### config.mk
export PLATFORM = sky130hd
export DESIGN_NAME = mlp_stream_driver
export DESIGN_NICKNAME = d
export VERILOG_FILES = /design/src/rtl/mlp_stream_pkg.sv /design/src/rtl/feature_slot_reg.sv /design/src/rtl/mlp_stream_driver.sv
export SDC_FILE = /design/constraint.sdc
export NUM_CORES = 1
export LEC_CHECK = 0
export ABC_AREA = 1
export CAP_MARGIN = 20
export CORE_AREA = 5 5 95 75
export CTS_CLUSTER_SIZE = 14
export DETAILED_ROUTE_END_ITERATION = 12
export DIE_AREA = 0 0 100 80
export PLACE_DENSITY = 0.73
export SETUP_SLACK_MARGIN = 0.02
export SLEW_MARGIN = 10
export SYNTH_ARGS = -nofsm -noshare
export SYNTH_HDL_FRONTEND = slang
export SYNTH_SLANG_ARGS = --single-unit
### constraint.sdc
create_clock -name clk -period 1.73 [get_ports clk]
set_input_delay 0.346 -clock clk [delete_from_list [all_inputs] [get_ports clk]]
set_output_delay 0.346 -clock clk [all_outputs]
set_load 0.01 [all_outputs]
### src/rtl/mlp_stream_pkg.sv
// rtl/mlp_stream_pkg.sv - shared state type and default sizing for the MLP stream driver
package mlp_stream_pkg;

  typedef enum logic [1:0] {
    LOAD   = 2'd0,
    SETTLE = 2'd1,
    OUT    = 2'd2
  } state_e;

  localparam int WIDTH_A_DEF       = 4;
  localparam int NUM_A_DEF         = 11;
  localparam int OUTWIDTH_DEF      = 3;
  localparam int SETTLE_CYCLES_DEF = 2;
  localparam int CLS_OFFSET_DEF    = 3;

  // Counter/index width that never collapses to zero bits.
  function automatic int idx_w(input int n);
    return (n > 1) ? $clog2(n) : 1;
  endfunction

endpackage

### src/rtl/feature_slot_reg.sv
// rtl/feature_slot_reg.sv - NUM_A x WIDTH_A feature register file exposed as the packed classifier input
module feature_slot_reg #(
  parameter int WIDTH_A = 4,
  parameter int NUM_A   = 11,
  parameter int IDX_W   = 4
) (
  input  logic                     clk_i,
  input  logic                     rst_i,
  input  logic                     we_i,
  input  logic [IDX_W-1:0]         idx_i,
  input  logic [WIDTH_A-1:0]       data_i,
  output logic [NUM_A*WIDTH_A-1:0] inp_o
);

  logic [NUM_A-1:0][WIDTH_A-1:0] slot_q;

  always_ff @(posedge clk_i or posedge rst_i) begin
    if (rst_i) begin
      slot_q <= '0;
    end else if (we_i) begin
      slot_q[idx_i] <= data_i;
    end
  end

  assign inp_o = slot_q;

endmodule

### src/rtl/mlp_stream_driver.sv
// rtl/mlp_stream_driver.sv - collects a feature frame, holds it for the classifier to settle, returns the class
module mlp_stream_driver
  import mlp_stream_pkg::*;
#(
  parameter int WIDTH_A       = WIDTH_A_DEF,
  parameter int NUM_A         = NUM_A_DEF,
  parameter int OUTWIDTH      = OUTWIDTH_DEF,
  parameter int SETTLE_CYCLES = SETTLE_CYCLES_DEF,
  parameter int CLS_OFFSET    = CLS_OFFSET_DEF
) (
  input  logic                     clk,
  input  logic                     rst,
  input  logic                     s_valid,
  output logic                     s_ready,
  input  logic [WIDTH_A-1:0]       s_data,
  input  logic                     s_last,
  output logic [NUM_A*WIDTH_A-1:0] inp,
  input  logic [OUTWIDTH-1:0]      cls_in,
  output logic                     m_valid,
  input  logic                     m_ready,
  output logic [OUTWIDTH:0]        m_class,
  output logic                     frame_err,
  input  logic                     err_clr
);

  localparam int IDX_W = idx_w(NUM_A);
  localparam int CNT_W = idx_w(SETTLE_CYCLES + 1);
  localparam int RES_W = OUTWIDTH + 1;

  localparam logic [IDX_W-1:0] LAST_IDX = IDX_W'(NUM_A - 1);
  // Loading the full settle count makes m_valid rise SETTLE_CYCLES+1 edges after the last beat.
  localparam logic [CNT_W-1:0] CNT_INIT = CNT_W'(SETTLE_CYCLES);
  localparam logic [RES_W-1:0] OFFSET   = RES_W'(CLS_OFFSET);

  state_e             state_q;
  logic [IDX_W-1:0]   idx_q;
  logic [CNT_W-1:0]   cnt_q;
  logic               m_valid_q;
  logic [RES_W-1:0]   m_class_q;
  logic               frame_err_q;

  logic beat;
  logic last_slot;
  logic err_set;

  assign s_ready   = (state_q == LOAD) && !rst;
  assign beat      = s_valid && s_ready;
  assign last_slot = (idx_q == LAST_IDX);
  assign err_set   = beat && (last_slot ? !s_last : s_last);

  feature_slot_reg #(
    .WIDTH_A(WIDTH_A),
    .NUM_A  (NUM_A),
    .IDX_W  (IDX_W)
  ) u_slots (
    .clk_i (clk),
    .rst_i (rst),
    .we_i  (beat),
    .idx_i (idx_q),
    .data_i(s_data),
    .inp_o (inp)
  );

  always_ff @(posedge clk or posedge rst) begin
    if (rst) begin
      state_q     <= LOAD;
      idx_q       <= '0;
      cnt_q       <= '0;
      m_valid_q   <= 1'b0;
      m_class_q   <= '0;
      frame_err_q <= 1'b0;
    end else begin
      if (err_set) begin
        frame_err_q <= 1'b1;
      end else if (err_clr) begin
        frame_err_q <= 1'b0;
      end

      case (state_q)
        LOAD: begin
          if (beat) begin
            if (last_slot) begin
              state_q <= SETTLE;
              cnt_q   <= CNT_INIT;
              idx_q   <= '0;
            end else if (s_last) begin
              idx_q <= '0;
            end else begin
              idx_q <= idx_q + IDX_W'(1);
            end
          end
        end
        SETTLE: begin
          if (cnt_q == '0) begin
            m_class_q <= {1'b0, cls_in} + OFFSET;
            m_valid_q <= 1'b1;
            state_q   <= OUT;
          end else begin
            cnt_q <= cnt_q - CNT_W'(1);
          end
        end
        OUT: begin
          if (m_ready) begin
            m_valid_q <= 1'b0;
            state_q   <= LOAD;
          end
        end
        default: state_q <= LOAD;
      endcase
    end
  end

  assign m_valid   = m_valid_q;
  assign m_class   = m_class_q;
  assign frame_err = frame_err_q;

endmodule

==> results by group, run 1 <==
Power
  – Relative contribution of sequential cells to total power: 0.404
  – Net switching component of the power: 1707 uW
  – Combinational power share: 0.380
  – Worst IR Drop VDD: 0.6810 mV
  – Internal power component: roughly 3500 uW
  – Clock share of power: 0.216
  – Leakage power total: 0.001750 uW
  – Power density over cell area: between 1000 and 1500 nW/um^2
  – Switching part of the total: 0.3278

Cells and area
  – Growth of design area from synthesis to finish: 37.54%
  – Final instance area: 3535 um^2
  – Total inserted antenna cells: 0
  – Final nets: 396
  – Number of filler cells placed in the layout: about 560
  – Layout cells sized above 1: 0.1073
  – Core Util, Final: 0.5795

Critical path
  – Endpoint type of the worst setup path: output port
  – Worst setup path category: register to output port
  – Slowest Stage Delay on Critical Path: between 500 and 600 ps
  – Largest fanout of any net on the critical path: 2
  – Element type at the critical path start: register
  – WP data required: around 1400 ps
  – CP Cell Sequence: clkdlybuf4s50_1
  – Arr. time, crit path: 1240 ps
  – Slowest cell on crit path: sky130_fd_sc_hd__clkdlybuf4s50_1
  – Largest delay share family, worst path: buffers and inverters
  – Worst path bufs/invs: 1

Global route
  – First-pass GRT wire length: between 9000 and 10000 um
  – Number of global-route vias before repair: 2081
  – Antenna violations before repair: 0
  – Largest net degree at the start of global routing: between 50 and 60
  – Congestion Overflow GR: 0
  – Overall track demand over capacity in global routing: 0.1586

Timing
  – Final hold slack: 468.8 ps
  – Final critical-path share of the clock period: 0.9188
  – Final min period: 1590 ps
  – Max-slew headroom: 0.5149
  – Smallest setup slack after layout: about 140 ps
  – Final hold violations: 0
  – # setup viols final: 0
  – Setup TNS: 0 ps
  – Setup repair after global routing missed its margin: no
  – Clock skew after layout: ~7.3 ps
  – Number of pins exceeding their max-slew limit in the final report: 0
  – Actual slew at the worst max-slew pin: 727.7 ps
  – Highest clock frequency the design can meet: 0.6291 GHz

Logic synthesis
  – Mapped Nets: 321
  – Netlist area before placement: approximately 2600 um^2
  – Simple-Gate Fraction of Synth Area: 0.2717
  – Number of distinct library cell variants in the gate-level netlist after synthesis: 19
  – Compound-cell area share of the yosys netlist: 0.08228
  – Combinational family with the most area after synthesis: simple AND/OR/NAND/NOR gates
  – Multiplexer area fraction after synthesis: 0
  – Xor and xnor fraction of the mapped netlist area: 0.006816
  – Arithmetic-cell share of the synthesized area counting full adders, half adders and majority gates: 0.02921
  – Post-Syn Instances: between 300 and 400
  – Sequential area share after synthesis: 0.5648
  – Synthesized area per cell: 8.510 um^2
  – Synth warn: 0
  – Number of register bits inferred by synthesis: 58

Run status
  – Run status: completed

Die
  – Height of the die: 80 um
  – Starting density of the core: 0.4213
  – Area of the core: a little over 6000 um^2
  – IO Count: 64
  – Overall die area: 8000 um^2
  – Cell row count: 25
  – Die outline width: about 100 um

Placed design
  – Count of input and output buffers: 63
  – Placer Congestion: around 0.85
  – Place WS: -101.7 ps
  – Detailed Place HPWL: between 4000 and 5000 um
  – Placed cell area: 3346 um^2

Clock tree
  – TritonCTS clock tree: yes
  – Clock Sinks: between 50 and 60
  – Clock latency on the worst-skew pair: between 300 and 400 ps
  – TritonCTS buffer count: 9
  – Max Root-Sink Buffers: 2
  – Number of H-tree levels: 3
  – Total of hold buffers inserted after clock tree synthesis: 0
  – Clock tree root buffer cell: sky130_fd_sc_hd__clkbuf_8
  – Clock transition at path regs: roughly 60 ps

Drt
  – Count of routing violations after the opening detailed-route iteration: between 100 and 150
  – Detail Route Antenna Nets: 0
  – Routed wire length: slightly below 6000 um
  – Post-detailed-route DRC marker count: 0
  – Average wire per cell in the routed design: roughly 13 um
  – First-pass iteration count of the detailed router: 4
  – Vias per Instance: between 4 and 5
  – Routed via count: between 2000 and 2500

Worst hold path
  – Type of the worst min-delay path: register to register

Flow run
  – Number of max-capacitance violations reported: 0
==> state kept, by name (all words and copies together), names as in the netlist <==
register / flops
u_slots.inp_o: 44
idx_q: 4
m_class: 4
cnt_q: 2
state_q: 2
frame_err: 1
m_valid: 1
==> repair_timing <==
item                                    CTS  global route
resized for setup                         1             0
endpoints found under the setup margin    1             0
buffers inserted                          1             0
==> synthesized netlist by cell type <==
cell | number | area share
sky130_fd_sc_hd__a21oi_1 | 1 | 0.0019
sky130_fd_sc_hd__nor2_1 | 9 | 0.013
sky130_fd_sc_hd__buf_6 | 1 | 0.0044
sky130_fd_sc_hd__o21ai_0 | 37 | 0.072
sky130_fd_sc_hd__dfrtp_1 | 58 | 0.56
sky130_fd_sc_hd__inv_1 | 21 | 0.031
sky130_fd_sc_hd__nand3_4 | 1 | 0.0068
sky130_fd_sc_hd__nand2_2 | 1 | 0.0024
sky130_fd_sc_hd__nand4_1 | 2 | 0.0049
sky130_fd_sc_hd__o21bai_1 | 1 | 0.0029
sky130_fd_sc_hd__nor2_2 | 9 | 0.022
sky130_fd_sc_hd__xor2_1 | 2 | 0.0068
sky130_fd_sc_hd__ha_1 | 6 | 0.029
sky130_fd_sc_hd__o22ai_1 | 1 | 0.0024
sky130_fd_sc_hd__clkbuf_1 | 7 | 0.010
sky130_fd_sc_hd__o31ai_1 | 1 | 0.0029
sky130_fd_sc_hd__nand3_1 | 7 | 0.014
sky130_fd_sc_hd__nand2_1 | 134 | 0.20
sky130_fd_sc_hd__nor2_4 | 3 | 0.013
==> stage by stage <==
step                      total power (uW)  cells
final                                 5208    463
after global routing                  5600    463
after CTS                             5287    463
after detailed placement              4119    446
after global placement                4078    446
after floorplan                       2982    302
==> path summary, 6_finish.rpt <==
check | to | cells past startpoint | slack [ps] | start
hold / removal | u_slots.inp_o[14] | 2 | 470 | u_slots.inp_o[14]
min in group asynchronous | u_slots.inp_o[43] | 3 | 690 | rst
hold reg to reg | u_slots.inp_o[14] | 2 | 470 | u_slots.inp_o[14]
max in group asynchronous | m_valid | 3 | 560 | rst
setup reg to reg | cnt_q[0] | 6 | 290 | idx_q[2]
setup / recovery | inp[39] | 1 | 140 | u_slots.inp_o[39]
==> power by group through the flow <==
stage / Combinational (uW) / Clock, uW / Sequential [uW]
floorplan: 686 / 0 / 2300
global placement: 1960 / 0 / 2120
detailed placement: 1990 / 0 / 2130
CTS: 2010 / 1170 / 2110
global route: 2170 / 1250 / 2170
finish: 1980 / 1120 / 2100
==> final cells by class <==
class / instances / area (um^2) / share of cell area
Clock buffer: 14 / 172.7 / 0.04885
Clock inverter: 2 / 10.01 / 0.002832
Inverter: 21 / 82.58 / 0.02336
Multi-Input combinational cell: 215 / 1007 / 0.2850
Sequential cell: 58 / 1451 / 0.4106
Tap cell: 81 / 101.3 / 0.02867
Timing Repair Buffer: 72 / 709.4 / 0.2007
==> layout by cell type (no fill, tap or decap), types with 2 or more instances in the layout <==
master                            instances
sky130_fd_sc_hd__nor2_4                   4
sky130_fd_sc_hd__nand2_1                134
sky130_fd_sc_hd__nand3_1                  7
sky130_fd_sc_hd__nand4_1                  2
sky130_fd_sc_hd__dfrtp_1                 58
sky130_fd_sc_hd__o21ai_0                 37
sky130_fd_sc_hd__clkbuf_1                 2
sky130_fd_sc_hd__nor2_2                   8
sky130_fd_sc_hd__clkdlybuf4s50_1         62
sky130_fd_sc_hd__inv_1                   17
sky130_fd_sc_hd__buf_4                    8
sky130_fd_sc_hd__xor2_1                   2
sky130_fd_sc_hd__clkbuf_8                12
sky130_fd_sc_hd__clkinv_2                 2
sky130_fd_sc_hd__ha_1                     6
sky130_fd_sc_hd__nor2_1                   9
sky130_fd_sc_hd__inv_2                    3
==> metal layers <==
layer,routed length [um],global-route usage,share of wire,up-vias
li1,-,-,-,1105
met3,412,0.06987,0.070,9
met1,2767,0.1988,0.47,1000
met4,80,0.05922,0.014,0
met2,2647,0.2423,0.45,53
met5,0,0,0,-
==> kinds of logic after synthesis <==
logic type,after synthesis
adder cells (fa/ha/maj),6
XOR/XNOR,2
AND/OR/NAND/NOR,166
AO/OA/AOI/OAI,41
flip-flops,58
buffers and inverters,29
Note: power is estimated with default switching activity, not from simulation.
==> inputs of run 2 (changes only) <==
- CORE_AREA: 5 5 95 75 -> 5 5 85 67
- DIE_AREA: 0 0 100 80 -> 0 0 90 72
- DONT_BUFFER_PORTS: unset -> 1
- PLACE_DENSITY: 0.73 -> 0.72
- SKIP_CTS_REPAIR_TIMING: unset -> 1
==> results by group, run 2 (synthesis results as in run 1) <==
Global route
  – Overall track demand over capacity in global routing: 0.1894 (was 0.1586)
  – First-pass GRT wire length: 9701 um (was 9680 um)
  – Congestion Overflow GR: 0 (unchanged)
  – Antenna violations before repair: 0 (unchanged)
  – Number of global-route vias before repair: 2022 (was 2081)
  – Largest net degree at the start of global routing: 59 (unchanged)

Clock tree
  – Clock latency on the worst-skew pair: 330 ps (about the same)
  – Max Root-Sink Buffers: 2 (unchanged)
  – TritonCTS buffer count: 9 (unchanged)
  – TritonCTS clock tree: yes (unchanged)
  – Clock Sinks: 58 (unchanged)
  – Clock tree root buffer cell: sky130_fd_sc_hd__clkbuf_8 (unchanged)
  – Clock transition at path regs: 60 ps (about the same)
  – Number of H-tree levels: 3 (unchanged)

Cells and area
  – Most common library cell in the layout ignoring fill and taps: sky130_fd_sc_hd__nand2_1 (unchanged)
  – Layout cells sized above 1: 0.1150 (was 0.1073)
  – Core Util, Final: 0.5914 (was 0.5795)
  – Final nets: 328 (was 396)
  – Total inserted antenna cells: 0 (unchanged)
  – Final instance area: 2816 um^2 (was 3535 um^2)
  – Flip-flop count of the largest register after layout: 44 (unchanged)
  – Growth of design area from synthesis to finish: 9.591% (was 37.54%)
  – Most used cells in the layout excluding fill and tap cells: sky130_fd_sc_hd__nand2_1 (134), sky130_fd_sc_hd__dfrtp_1 (58), sky130_fd_sc_hd__o21ai_0 (37) (was sky130_fd_sc_hd__nand2_1 (134), sky130_fd_sc_hd__clkdlybuf4s50_1 (62), sky130_fd_sc_hd__dfrtp_1 (58))

Timing
  – Max-slew headroom: 0.5284 (was 0.5149)
  – Number of pins exceeding their max-slew limit in the final report: 0 (unchanged)
  – Actual slew at the worst max-slew pin: 707.5 ps (was 727.7 ps)
  – Setup TNS: 0 ps (unchanged)
  – Final min period: 1455 ps (was 1590 ps)
  – Highest clock frequency the design can meet: 0.6875 GHz (was 0.6291 GHz)
  – Clock skew after layout: 2.622 ps (was 7.283 ps)
  – Final hold slack: 110.2 ps (was 468.8 ps)
  – Setup repair after global routing missed its margin: no (unchanged)
  – Final hold violations: 0 (unchanged)
  – Final critical-path share of the clock period: 0.8408 (was 0.9188)
  – # setup viols final: 0 (unchanged)
  – Smallest setup slack after layout: 275.4 ps (was 140.5 ps)

Critical path
  – Worst Reg2Reg Path Length in Cells: 7 (was 6)
  – Most frequent CP cell: sky130_fd_sc_hd__nand2_1
  – Element type at the critical path start: register (unchanged)
  – Worst setup path category: register to register (was register to output port)
  – Critical path launch point: idx_q[0] (was u_slots.inp_o[39])
  – Reg-to-reg slack, setup: 280 ps (was 290 ps)
  – CP Cell Sequence: inv_1 -> ha_1 -> nand2_2 -> nand2_1 -> nand3_1 -> nand2_1 -> nand2_1 (was clkdlybuf4s50_1)
  – Endpoint of the worst-slack reg-to-reg timing path: cnt_q[0] (unchanged)
  – Slowest cell on crit path: sky130_fd_sc_hd__dfrtp_1 (was sky130_fd_sc_hd__clkdlybuf4s50_1)
  – Launch instance of the worst register-to-register path: idx_q[0] (was idx_q[2])
  – Slowest Stage Delay on Critical Path: 410 ps (was 550 ps)
  – WP data required: 1950 ps (was 1380 ps)
  – Endpoint type of the worst setup path: register (was output port)
  – Largest fanout of any net on the critical path: 5 (was 2)
  – Arr. time, crit path: 1670 ps (was 1240 ps)

Power
  – Internal power component: 2704 uW (was 3501 uW)
  – Power density over cell area: 1523 nW/um^2 (was 1474 nW/um^2)
  – Switching part of the total: 0.3696 (was 0.3278)
  – Combinational power share: 0.192 (was 0.380)
  – Worst IR Drop VDD: 0.8762 mV (was 0.6810 mV)
  – Relative contribution of sequential cells to total power: 0.558 (was 0.404)
  – Net switching component of the power: 1585 uW (was 1707 uW)
  – Leakage power total: 0.001482 uW (was 0.001750 uW)
  – Clock share of power: 0.250 (was 0.216)

Placed design
  – Placed cell area: 2646 um^2 (was 3346 um^2)
  – Count of input and output buffers: 0 (was 63)
  – Placer Congestion: 0.8481 (was 0.8478)
  – Place WS: 277.4 ps (was -101.7 ps)
  – Detailed Place HPWL: 4019 um (was 4227 um)

Drt
  – Routed wire length: 5556 um (was 5908 um)
  – Count of routing violations after the opening detailed-route iteration: 91 (was 146)
  – First-pass iteration count of the detailed router: 4 (unchanged)
  – Average wire per cell in the routed design: 14.90 um (was 12.76 um)
  – Vias per Instance: 5.188 (was 4.680)
  – Routed via count: 1935 (was 2167)
  – Post-detailed-route DRC marker count: 0 (unchanged)
  – Detail Route Antenna Nets: 0 (unchanged)

Worst hold path
  – Type of the worst min-delay path: primary input to register (was register to register)
  – Launch point of the worst hold path: err_clr (was u_slots.inp_o[14])
  – Hold depth: 1 (was 2)
  – Endpoint of the worst hold-timing path: frame_err (was u_slots.inp_o[14])

Die
  – Height of the die: 72 um (was 80 um)
  – Starting density of the core: 0.5397 (was 0.4213)
  – IO Count: 64 (unchanged)
  – Overall die area: 6480 um^2 (was 8000 um^2)
  – Die outline width: 90 um (was 100 um)
  – Area of the core: 4762 um^2 (was 6100 um^2)
  – Cell row count: 22 (was 25)

Flow run
  – Number of max-capacitance violations reported: 0 (unchanged)

Run status
  – Run status: completed (unchanged)
[run 2: area by class of cell]
class                      instances  area (um^2)
fill                             434         1946
sequential                        58         1451
multi-input combinational        215         1007
clock buffer                      12        155.1
inverter                          21        82.58
tap                               60        75.07
timing repair buffer               4        30.03
clock inverter                     3        15.01
[run 2: metrics by stage]
step / instances / total power, uW
after floorplan: 302 / 2982
after global placement: 358 / 3223
after detailed placement: 358 / 3263
after CTS: 373 / 4346
after global routing: 373 / 4635
final: 373 / 4289
[run 2: critical path: cells and delay by family (launching register included)]
kind                     cells  cell delay, ps
adder cells (fa/ha/maj)      1             250
buffers and inverters        1             130
flip-flops                   1             410
AND/OR/NAND/NOR              5             550
[run 2: worst max path at each step]
stage / end / slack [ps] / cells after the start
floorplan: u_slots.inp_o[4] / -350 / 6
global placement: cnt_q[0] / 280 / 6
detailed placement: cnt_q[0] / 280 / 7
CTS: s_ready / 270 / 3
global route: cnt_q[0] / 150 / 7
finish: cnt_q[0] / 280 / 7
[run 2: per-layer routing]
metal / vias to the layer above / wire length, um / GRT usage
met3: 6 / 615 / 0.1109
met1: 908 / 2530 / 0.2322
met5: - / 0 / 0
met2: 58 / 2372 / 0.2881
met4: 0 / 38 / 0.04959
li1: 963 / - / -
[run 2: power by group through the flow]
stage	Clock [uW]	Sequential, uW	Combinational [uW]
3_5_place_dp	0	2430	838
2_1_floorplan	0	2300	686
5_1_grt	1170	2470	998
6_report	1070	2390	825
4_1_cts	1100	2410	837
3_3_place_gp	0	2430	796
==> inputs of run 3 (changes only) <==
- clock period: 1.73 -> 1.25 ns (I/O delays scaled with it)
==> results by group, run 3 (synthesis results as in run 1) <==
Run status
  – Run status: finished with violations (was completed)
  – Violated checks: negative setup slack

Global route
  – Number of global-route vias before repair: 1930 (was 2022)
  – First-pass GRT wire length: 9673 um (was 9701 um)
  – Congestion Overflow GR: 0 (unchanged)
  – Overall track demand over capacity in global routing: 0.1869 (was 0.1894)
  – Largest net degree at the start of global routing: 59 (unchanged)
  – Antenna violations before repair: 0 (unchanged)

Placed design
  – Placer Congestion: 0.8496 (was 0.8481)
  – Detailed Place HPWL: 4005 um (was 4019 um)
  – Place WS: -105.1 ps (was 277.4 ps)
  – Count of input and output buffers: 0 (unchanged)
  – Placed cell area: 2756 um^2 (was 2646 um^2)

Worst hold path
  – Type of the worst min-delay path: primary input to register (unchanged)
  – Launch point of the worst hold path: m_ready (was err_clr)

Critical path
  – CP Cell Sequence: buf_6 -> inv_4 -> nand2_4 -> nor2_4 (was inv_1 -> ha_1 -> nand2_2 -> nand2_1 -> nand3_1 -> nand2_1 -> nand2_1)
  – Element type at the critical path start: register (unchanged)
  – Worst setup path category: register to output port (was register to register)
  – Critical path launch point: state_q[1] (was idx_q[0])
  – Largest fanout of any net on the critical path: 3 (was 5)
  – WP data required: 1000 ps (was 1950 ps)
  – Arr. time, crit path: 1130 ps (was 1670 ps)
  – Launch instance of the worst register-to-register path: state_q[0] (was idx_q[0])
  – Slowest Stage Delay on Critical Path: 420 ps (was 410 ps)
  – Endpoint type of the worst setup path: output port (was register)
  – Slowest cell on crit path: sky130_fd_sc_hd__dfrtp_1 (unchanged)

Cells and area
  – Most common library cell in the layout ignoring fill and taps: sky130_fd_sc_hd__nand2_1 (unchanged)
  – Number of filler cells placed in the layout: 369 (was 434)
  – Layout cells sized above 1: 0.2976 (was 0.1150)
  – Total inserted antenna cells: 0 (unchanged)
  – Multi-input gate area: 1217 um^2 (was 1007 um^2)
  – Flip-flop count of the largest register after layout: 44 (unchanged)
  – Seq. cell area: 1455 um^2 (was 1451 um^2)
  – Growth of design area from synthesis to finish: 28.24% (was 9.591%)
  – Most used cells in the layout excluding fill and tap cells: sky130_fd_sc_hd__nand2_1 (119), sky130_fd_sc_hd__dfrtp_1 (55), sky130_fd_sc_hd__o21ai_1 (22) (was sky130_fd_sc_hd__nand2_1 (134), sky130_fd_sc_hd__dfrtp_1 (58), sky130_fd_sc_hd__o21ai_0 (37))
  – Final nets: 350 (was 328)
  – Final instance area: 3296 um^2 (was 2816 um^2)

Die
  – Area of the core: 4762 um^2 (unchanged)
  – Starting density of the core: 0.5397 (unchanged)
  – Cell row count: 22 (unchanged)
  – IO Count: 64 (unchanged)
  – Height of the die: 72 um (unchanged)
  – Die outline width: 90 um (unchanged)
  – Overall die area: 6480 um^2 (unchanged)

Power
  – Leakage power total: 0.001650 uW (was 0.001482 uW)
  – Power density over cell area: 2092 nW/um^2 (was 1523 nW/um^2)
  – Worst IR Drop VDD: 1.392 mV (was 0.8762 mV)

Timing
  – Final hold violations: 0 (unchanged)
  – Max-slew headroom: 0.5148 (was 0.5284)
  – Setup repair after global routing missed its margin: yes (was no)
  – Actual slew at the worst max-slew pin: 727.8 ps (was 707.5 ps)
  – Clock skew after layout: 6.234 ps (was 2.622 ps)
  – # setup viols final: 44 (was 0)
  – Number of pins exceeding their max-slew limit in the final report: 0 (unchanged)
  – Highest clock frequency the design can meet: ~0.73 GHz
  – Final critical-path share of the clock period: 1.100
  – Final min period: 1375 ps
  – Smallest setup slack after layout: -125.4 ps (was 275.4 ps)

Clock tree
  – Clock transition at path regs: 60 ps (about the same)
  – Number of H-tree levels: 3 (unchanged)
  – Clock latency on the worst-skew pair: 330 ps (about the same)
  – TritonCTS clock tree: yes (unchanged)
  – Clock tree root buffer cell: sky130_fd_sc_hd__clkbuf_8 (unchanged)
  – TritonCTS buffer count: 9 (unchanged)
  – Clock Sinks: 58 (unchanged)
  – Max Root-Sink Buffers: 2 (unchanged)

Drt
  – First-pass iteration count of the detailed router: 4 (unchanged)
  – Detail Route Antenna Nets: 0 (unchanged)
  – Vias per Instance: 5.220 (was 5.188)
  – Post-detailed-route DRC marker count: 0 (unchanged)
  – Routed wire length: 6264 um (was 5556 um)
  – Average wire per cell in the routed design: 15.82 um (was 14.90 um)
  – Count of routing violations after the opening detailed-route iteration: 110 (was 91)
  – Routed via count: 2067 (was 1935)

Flow run
  – Number of max-capacitance violations reported: 0 (unchanged)
## run 3: cell count changes in the layout (fill, tap and decap cells not counted), sizes merged
cell | before | now
buf | 4 | 24
bufinv | 0 | 1
clkbuf | 12 | 11
clkinvlp | 1 | 2
dlygate4sd3 | 0 | 1
nand3 | 8 | 9
## run 3: report_power, final
part / switching [uW] / internal [uW]
registers: 809 / 2540
clock network: 715 / 1020
logic: 1040 / 773
## run 3: final timing paths
| kind | depth (start not counted) | slack, ps | to |
|---|---|---|---|
| max in group asynchronous | 2 | 620 | idx_q[3] |
| setup / recovery | 4 | -130 | s_ready |
| min in group asynchronous | 2 | 120 | idx_q[0] |
| hold / removal | 1 | 10 | state_q[1] |
| hold reg to reg | 2 | 500 | cnt_q[1] |
| setup reg to reg | 7 | -100 | u_slots.inp_o[29] |
## run 3: per-stage QoR
| stage | utilization | setup TNS (ps) | power [uW] | hold WS (ps) | std cells |
|---|---|---|---|---|---|
| finish | 0.6921 | -1688 | 6895 | 11.46 | 396 |
| global route | 0.6921 | -5104 | 7380 | -3.553 | 396 |
| CTS | 0.6217 | -3503 | 6396 | -0.4065 | 387 |
| detailed placement | 0.5788 | -2288 | 4658 | 354.2 | 371 |
| global placement | 0.5788 | -1244 | 4594 | 350.9 | 371 |
| floorplan | - | -33920 | 4127 | 345.8 | 302 |
## run 3: worst max-delay path: cells and delay by family, from the launching register on
kind | cells | cell delay, ps
buf+inv | 2 | 210
flops | 1 | 420
simple gates | 2 | 170
## run 3: layout make-up
cell class / count / share of cell area
multi-input cells: 216 / 0.3694
clock buffers: 11 / 0.04594
inverters: 21 / 0.02809
clock inverters: 5 / 0.01595
flip-flops and latches: 58 / 0.4415
repair buffers: 25 / 0.07631
well taps: 60 / 0.02278
## run 3: metal layers
layer  share of wire  GRT usage  vias up
met2            0.47     0.2817       63
li1                -          -     1010
met4          0.0026    0.03967        0
met5               0          0        -
met1            0.43     0.2411      991
met3            0.10     0.1005        3
